$ cat src/rtl/mem_arbiter.sv
// Memory arbiter between the icache/dcache and a single RAM port.
// Data requests win unless a fetch is owed after a data grant; a watchdog bounds every access.
module mem_arbiter #(
    parameter int TIMEOUT = 64,
    parameter int CNTW    = 7
) (
    input  logic        CLK,
    input  logic        nRST,
    input  logic        iREN,
    input  logic [31:0] iaddr,
    output logic        iwait,
    output logic [31:0] iload,
    input  logic        dREN,
    input  logic        dWEN,
    input  logic [31:0] daddr,
    input  logic [31:0] dstore,
    output logic        dwait,
    output logic [31:0] dload,
    output logic        ramREN,
    output logic        ramWEN,
    output logic [31:0] ramaddr,
    output logic [31:0] ramstore,
    input  logic [31:0] ramload,
    input  logic        ramready,
    output logic        err
);

    typedef enum logic [1:0] {
        IDLE,
        IGRANT,
        DGRANT
    } state_t;

    localparam logic [31:0]     BAD_WORD = 32'hBAD0BAD0;
    localparam logic [CNTW-1:0] CNT_LAST = CNTW'(TIMEOUT - 1);

    state_t          state_q, state_d;
    logic            last_d_q, last_d_d;
    logic [CNTW-1:0] cnt_q, cnt_d;
    logic            err_q, err_d;
    logic [31:0]     addr_q, addr_d;
    logic [31:0]     store_q, store_d;
    logic            wen_q, wen_d;
    logic            expired;

    always_ff @(posedge CLK) begin
        if (!nRST) begin
            state_q  <= IDLE;
            last_d_q <= 1'b0;
            cnt_q    <= '0;
            err_q    <= 1'b0;
            addr_q   <= '0;
            store_q  <= '0;
            wen_q    <= 1'b0;
        end else begin
            state_q  <= state_d;
            last_d_q <= last_d_d;
            cnt_q    <= cnt_d;
            err_q    <= err_d;
            addr_q   <= addr_d;
            store_q  <= store_d;
            wen_q    <= wen_d;
        end
    end

    // ramready on the last watchdog cycle counts as a normal completion, so expired excludes it.
    assign expired = (cnt_q == CNT_LAST) && !ramready;
    assign err     = err_q;

    always_comb begin
        state_d  = state_q;
        last_d_d = last_d_q;
        cnt_d    = cnt_q;
        err_d    = err_q;
        addr_d   = addr_q;
        store_d  = store_q;
        wen_d    = wen_q;
        iwait    = 1'b1;
        dwait    = 1'b1;
        iload    = '0;
        dload    = '0;
        ramREN   = 1'b0;
        ramWEN   = 1'b0;
        ramaddr  = '0;
        ramstore = '0;

        case (state_q)
            IDLE: begin
                cnt_d = '0;
                if ((dREN || dWEN) && !(last_d_q && iREN)) begin
                    state_d  = DGRANT;
                    addr_d   = daddr;
                    store_d  = dstore;
                    wen_d    = dWEN;
                    last_d_d = 1'b1;
                end else if (iREN) begin
                    state_d  = IGRANT;
                    addr_d   = iaddr;
                    last_d_d = 1'b0;
                end
            end

            IGRANT: begin
                ramREN  = 1'b1;
                ramaddr = addr_q;
                cnt_d   = cnt_q + CNTW'(1);
                if (!iREN) begin
                    state_d = IDLE;
                    cnt_d   = '0;
                end else if (ramready || expired) begin
                    iwait   = 1'b0;
                    iload   = expired ? BAD_WORD : ramload;
                    err_d   = err_q | expired;
                    state_d = IDLE;
                    cnt_d   = '0;
                end
            end

            DGRANT: begin
                ramREN   = !wen_q;
                ramWEN   = wen_q;
                ramaddr  = addr_q;
                ramstore = store_q;
                cnt_d    = cnt_q + CNTW'(1);
                if (!(dREN || dWEN)) begin
                    state_d = IDLE;
                    cnt_d   = '0;
                end else if (ramready || expired) begin
                    dwait   = 1'b0;
                    dload   = expired ? BAD_WORD : (wen_q ? 32'h0 : ramload);
                    err_d   = err_q | expired;
                    state_d = IDLE;
                    cnt_d   = '0;
                end
            end

            default: begin
                state_d = IDLE;
                cnt_d   = '0;
            end
        endcase
    end

endmodule

$ cat config.mk
export PLATFORM = sky130hd
export DESIGN_NAME = mem_arbiter
export DESIGN_NICKNAME = d
export VERILOG_FILES = /design/src/rtl/mem_arbiter.sv
export SDC_FILE = /design/constraint.sdc
export NUM_CORES = 1
export LEC_CHECK = 0
export ABC_AREA = 1
export CORE_AREA = 2 2 110 112
export CTS_CLUSTER_DIAMETER = 60
export DETAILED_ROUTE_END_ITERATION = 16
export DIE_AREA = 0 0 112 114
export GPL_ROUTABILITY_DRIVEN = 0
export GPL_TIMING_DRIVEN = 0
export HOLD_SLACK_MARGIN = 0.06
export MAX_ROUTING_LAYER = met4
export PLACE_DENSITY = 0.92
export REMOVE_ABC_BUFFERS = 1
export SLEW_MARGIN = 10
export SYNTH_ARGS = -nofsm -noshare
export SYNTH_HDL_FRONTEND = slang
export SYNTH_SLANG_ARGS = --single-unit
export TNS_END_PERCENT = 10
$ cat constraint.sdc
create_clock -name CLK -period 2.3 [get_ports CLK]
set_clock_uncertainty 0.05 [all_clocks]
set_input_delay 0.46 -clock CLK [delete_from_list [all_inputs] [get_ports CLK]]
set_output_delay 0.46 -clock CLK [all_outputs]
set_load 0.02 [all_outputs]
==> impl_results.rst <==
.. list-table::
   :header-rows: 1

   * - Metric
     - Value
   * - Result of the run
     - complete, but fails checks
   * - Violations in the final reports
     - negative setup slack
   * - Half-perimeter wire length after placement
     - approximately 10 mm
   * - CP max stage delay
     - around 340 ps
   * - Count of distinct cell types in the synthesized netlist
     - 28
   * - Clock latency reported for the late side of the worst-skew pair
     - about 320 ps
   * - Pwr Density
     - between 600 and 700 nW/um^2
   * - Switching power
     - 0.001584 W
   * - Placed insts
     - around 1000
   * - CP Data Required Time
     - ~1800 ps
   * - Worst slew pin tran
     - approximately 900 ps
   * - Buffer cell driving the clock tree root
     - clkbuf_16
   * - Horiz. Die Dim
     - ~110 um
   * - Total standard cell area after synthesis
     - ~4200 sq um
   * - Post-Route WL
     - around 16 mm
   * - Data arrival time of the worst path
     - around 1800 ps
   * - Share of total power in sequential cells
     - a little over a third
   * - Post-synthesis register bit count
     - 76
   * - Met3 Track Usage GR
     - around 5.4%
   * - DRC violations left
     - 0
   * - Global-route track usage on met2
     - between 40% and 50%
   * - Pin count of the biggest net entering global routing
     - 41
   * - Standard-cell rows
     - 40
   * - Cell leakage power
     - approximately 3.8 nW
   * - Clock group share of total power
     - 31.2%
   * - Hold worst-path end
     - cnt_q[0]$_SDFF_PN0_
   * - Initial core utilization
     - between 30% and 40%
   * - Number of nets in the final layout
     - 1058
   * - CTS H-tree depth
     - 3
   * - Clock Sinks
     - 76
   * - Worst R2R Setup Slack
     - approximately 120 ps
   * - Yosys Warn Count
     - 0
   * - Final-layout fill cell count
     - 1049
   * - Internal portion of total power
     - 0.002996 W
   * - Number of antenna violations at the first check in global routing
     - 1
   * - Input/output buffers
     - roughly 270
   * - Inserted Clock Buffers
     - 9
   * - Crit. End Element
     - output pin
   * - Total die area
     - ~13000 sq um
   * - Synthesized instance count
     - around 660
   * - Busiest metal layer after global routing
     - met2
   * - Total number of vias
     - between 5000 and 6000
   * - Maximum fanout along the worst path
     - 17
   * - Register-to-Register Path Depth
     - 8
   * - Clock slew at the register clock pins of the worst setup and hold paths
     - approximately 60 ps
   * - Hold Path Stages
     - 1
   * - Avg WL per Cell
     - around 15 um
   * - Layout-stage area growth over the synthesis result
     - 75.38%
   * - Mean instance size in the synthesized netlist
     - around 6.3 sq um
   * - Standard cell core area
     - 11710 sq um
   * - Final period demand of the worst path
     - roughly 2300 ps
   * - EDFF count, synth
     - 0
   * - Global-route congestion overflow total
     - 0
   * - Fraction of final layout cells sized beyond drive strength 1
     - 21.32%
   * - Proportion of total power due to net switching
     - around 35%
   * - Maximum VDD drop
     - around 0.32 mV
   * - TritonCTS clock tree
     - built
   * - RSZ-0062 raised after global routing
     - true
   * - Max-cap violation count
     - 0
   * - Min-Delay Path Class
     - register to register
   * - Worst-path cell with the longest stage delay
     - dfxtp_1
   * - Detailed router's first-iteration violation count
     - 351
   * - Final hold viol count
     - 0
   * - Chain of cells forming the critical path
     - inv_1, ha_4, nand2_4, nor4_1, clkdlybuf4s15_2
   * - Critical path start-end classification
     - register to output pin
   * - Aggregate global-route resource usage
     - 24.64%
   * - Vias in the first global route
     - 4925
   * - Proportion of synthesized flip-flops having asynchronous set or reset
     - 0%
   * - Fin crit share
     - 101.5%
   * - Destination of the worst register-to-register timing path
     - addr_q[20]$_SDFFE_PN0P_
   * - Global-route wire length before repair
     - roughly 25 mm
   * - Critical path startpoint category
     - register
   * - Fraction of power consumed by combinational cells
     - between 30% and 40%
   * - Slack of the critical path
     - -35.09 ps
   * - Sequential share of the synthesized area
     - 36.59%
   * - Predominant post-synthesis flop cell
     - dfxtp_1
   * - Startpoint of the lowest-slack register-to-register path
     - state_q[0]$_SDFFE_PN0P_
   * - Fmax achieved
     - 428.2 MHz
   * - Pins over their slew limit
     - 0
   * - Setup TNS
     - -152.1 ps
   * - Final standard cell count with taps included and fillers excluded
     - between 1000 and 1500
   * - First drt pass iteration count
     - 5
   * - Max-slew headroom
     - 39.99%
   * - Global-route met1 utilization
     - around 29%
   * - Final antenna-violating net count
     - 0
   * - Worst hold start
     - cnt_q[0]$_SDFF_PN0_
   * - Number of ports placed on the die boundary
     - approximately 270
   * - Clock tree buffer depth
     - 2
   * - Final setup violation count
     - 8
   * - Die Y
     - approximately 110 um
   * - DR vias/cell
     - between 4 and 5
through the flow:
stage               instance area, sq um  worst slack [ps]  hold WS [ps]  utilization [%]  total power (W)
finish                              7292            -35.09         395.2            62.27         0.004579
global route                        7292            -152.9         410.2            62.27         0.004840
CTS                                 7216            -136.3         363.6            61.61         0.004560
detailed placement                  6825             -1721         385.5            58.28         0.003062
global placement                    6788             -1720         379.6            57.96         0.003028
floorplan                           3941            -563.1         367.6                -         0.002355
layout by cell type (no fill, tap or decap), types with 2 or more instances in the layout:
cell type | Yosys | layout
nor4_2 | 0 | 3
nand2_4 | 0 | 6
nor2_4 | 0 | 11
nor2_1 | 120 | 89
buf_2 | 11 | 3
nor4_1 | 16 | 13
buf_12 | 0 | 4
buf_4 | 4 | 26
clkbuf_16 | 0 | 9
nand4_1 | 4 | 4
o21ai_0 | 37 | 37
clkdlybuf4s15_2 | 0 | 7
nor3_1 | 16 | 15
clkbuf_2 | 0 | 55
dfxtp_1 | 76 | 73
nor2_2 | 0 | 21
dfxtp_2 | 0 | 3
a21oi_1 | 86 | 86
clkdlybuf4s50_1 | 0 | 131
nor3b_1 | 2 | 2
buf_8 | 0 | 2
clkinv_2 | 0 | 3
inv_1 | 94 | 92
inv_4 | 0 | 2
buf_6 | 2 | 19
clkdlybuf4s15_1 | 0 | 2
inv_6 | 0 | 2
nand3_4 | 0 | 2
nand2_1 | 112 | 107
dlygate4sd1_1 | 0 | 4
ha_4 | 0 | 3
clkinvlp_4 | 0 | 4
o21ai_1 | 29 | 29
a21oi_4 | 2 | 2
a21oi_2 | 0 | 2
dlygate4sd2_1 | 0 | 34
nand3_1 | 4 | 4
inv_2 | 5 | 2
final cells by class:
| type | count | area [sq um] | share of cell area, % |
|---|---|---|---|
| sequential | 76 | 1525 | 20.92 |
| timing repair buffer | 287 | 2552 | 35.00 |
| multi-input combinational | 444 | 2322 | 31.85 |
| inverter | 100 | 395.4 | 5.422 |
| clock inverter | 6 | 63.81 | 0.8751 |
| timing repair inverter | 1 | 7.507 | 0.1030 |
| antenna | 1 | 2.502 | 0.03432 |
| tap | 147 | 183.9 | 2.522 |
| clock buffer | 10 | 239.0 | 3.277 |
how the worst max path moves through the flow:
stage                            start                 endpoint  slack, ps  depth (start not counted)
6_report       state_q[0]$_SDFFE_PN0P_                 dload[2]        -40                          5
5_1_grt            cnt_q[0]$_SDFF_PN0_                iload[23]       -150                          9
4_1_cts            cnt_q[0]$_SDFF_PN0_                iload[22]       -140                          9
3_5_place_dp                      dWEN  store_q[6]$_SDFFE_PN0P_      -1720                         10
3_3_place_gp                  ramready                    dwait      -1720                          5
2_1_floorplan  state_q[0]$_SDFFE_PN0P_                 dload[0]       -560                          4
what timing repair did:
action | in CTS | in global routing
setup endpoints to repair | 203 | 131
resized for setup | 289 | 225
hold buffers | 0 | 0
pin swaps | 5 | 3
gates cloned | 4 | 1
buffers inserted | 16 | 2
layer usage:
metal,routed length (um),vias to the layer above
met4,422,0
met5,0,-
met2,8200,230
met1,6632,2479
met3,1139,37
li1,-,2607
state kept, by name, indices dropped and copies added, names as in the netlist:
register  flops
wen_q         1
last_d_q      1
cnt_q         7
store_q      32
err           1
addr_q       32
state_q       2
worst max-delay path, delay by kind of cell (launching register included):
| family | cells | cell delay, ps |
|---|---|---|
| adder cells (fa/ha/maj) | 1 | 200 |
| buffers and inverters | 2 | 470 |
| flip-flops | 1 | 340 |
| AND/OR/NAND/NOR | 2 | 470 |
kinds of logic after synthesis:
family | share of synthesized area [%]
AOI/OAI and AO/OA | 19.41
buffers and inverters | 14.23
xor gates and xnor gates | 0.4214
DFF | 36.59
adders and majority gates | 1.505
and+or+nand+nor | 27.84
power by group through the flow:
stage	Sequential, W	Clock, W	Combinational, W
after floorplan	0.00160	0	0.000756
after global placement	0.00161	0	0.00142
after detailed placement	0.00162	0	0.00144
after CTS	0.00160	0.00145	0.00151
after global routing	0.00163	0.00153	0.00169
final	0.00160	0.00143	0.00155
synth_stat cells, drive strengths merged, types with 5 or more instances:
library cell / instances / area [sq um]
nand3: 6 / 40.04
nand2: 113 / 426.7
o21ai: 66 / 330.3
nor2: 121 / 470.5
nor4: 16 / 100.1
clkbuf: 24 / 90.09
a21oi: 88 / 462.9
buf: 22 / 126.4
nor3: 16 / 80.08
dfxtp: 76 / 1521
inv: 99 / 371.6
ha: 5 / 62.56
No activity file was read; power rests on OpenSTA's default activity.
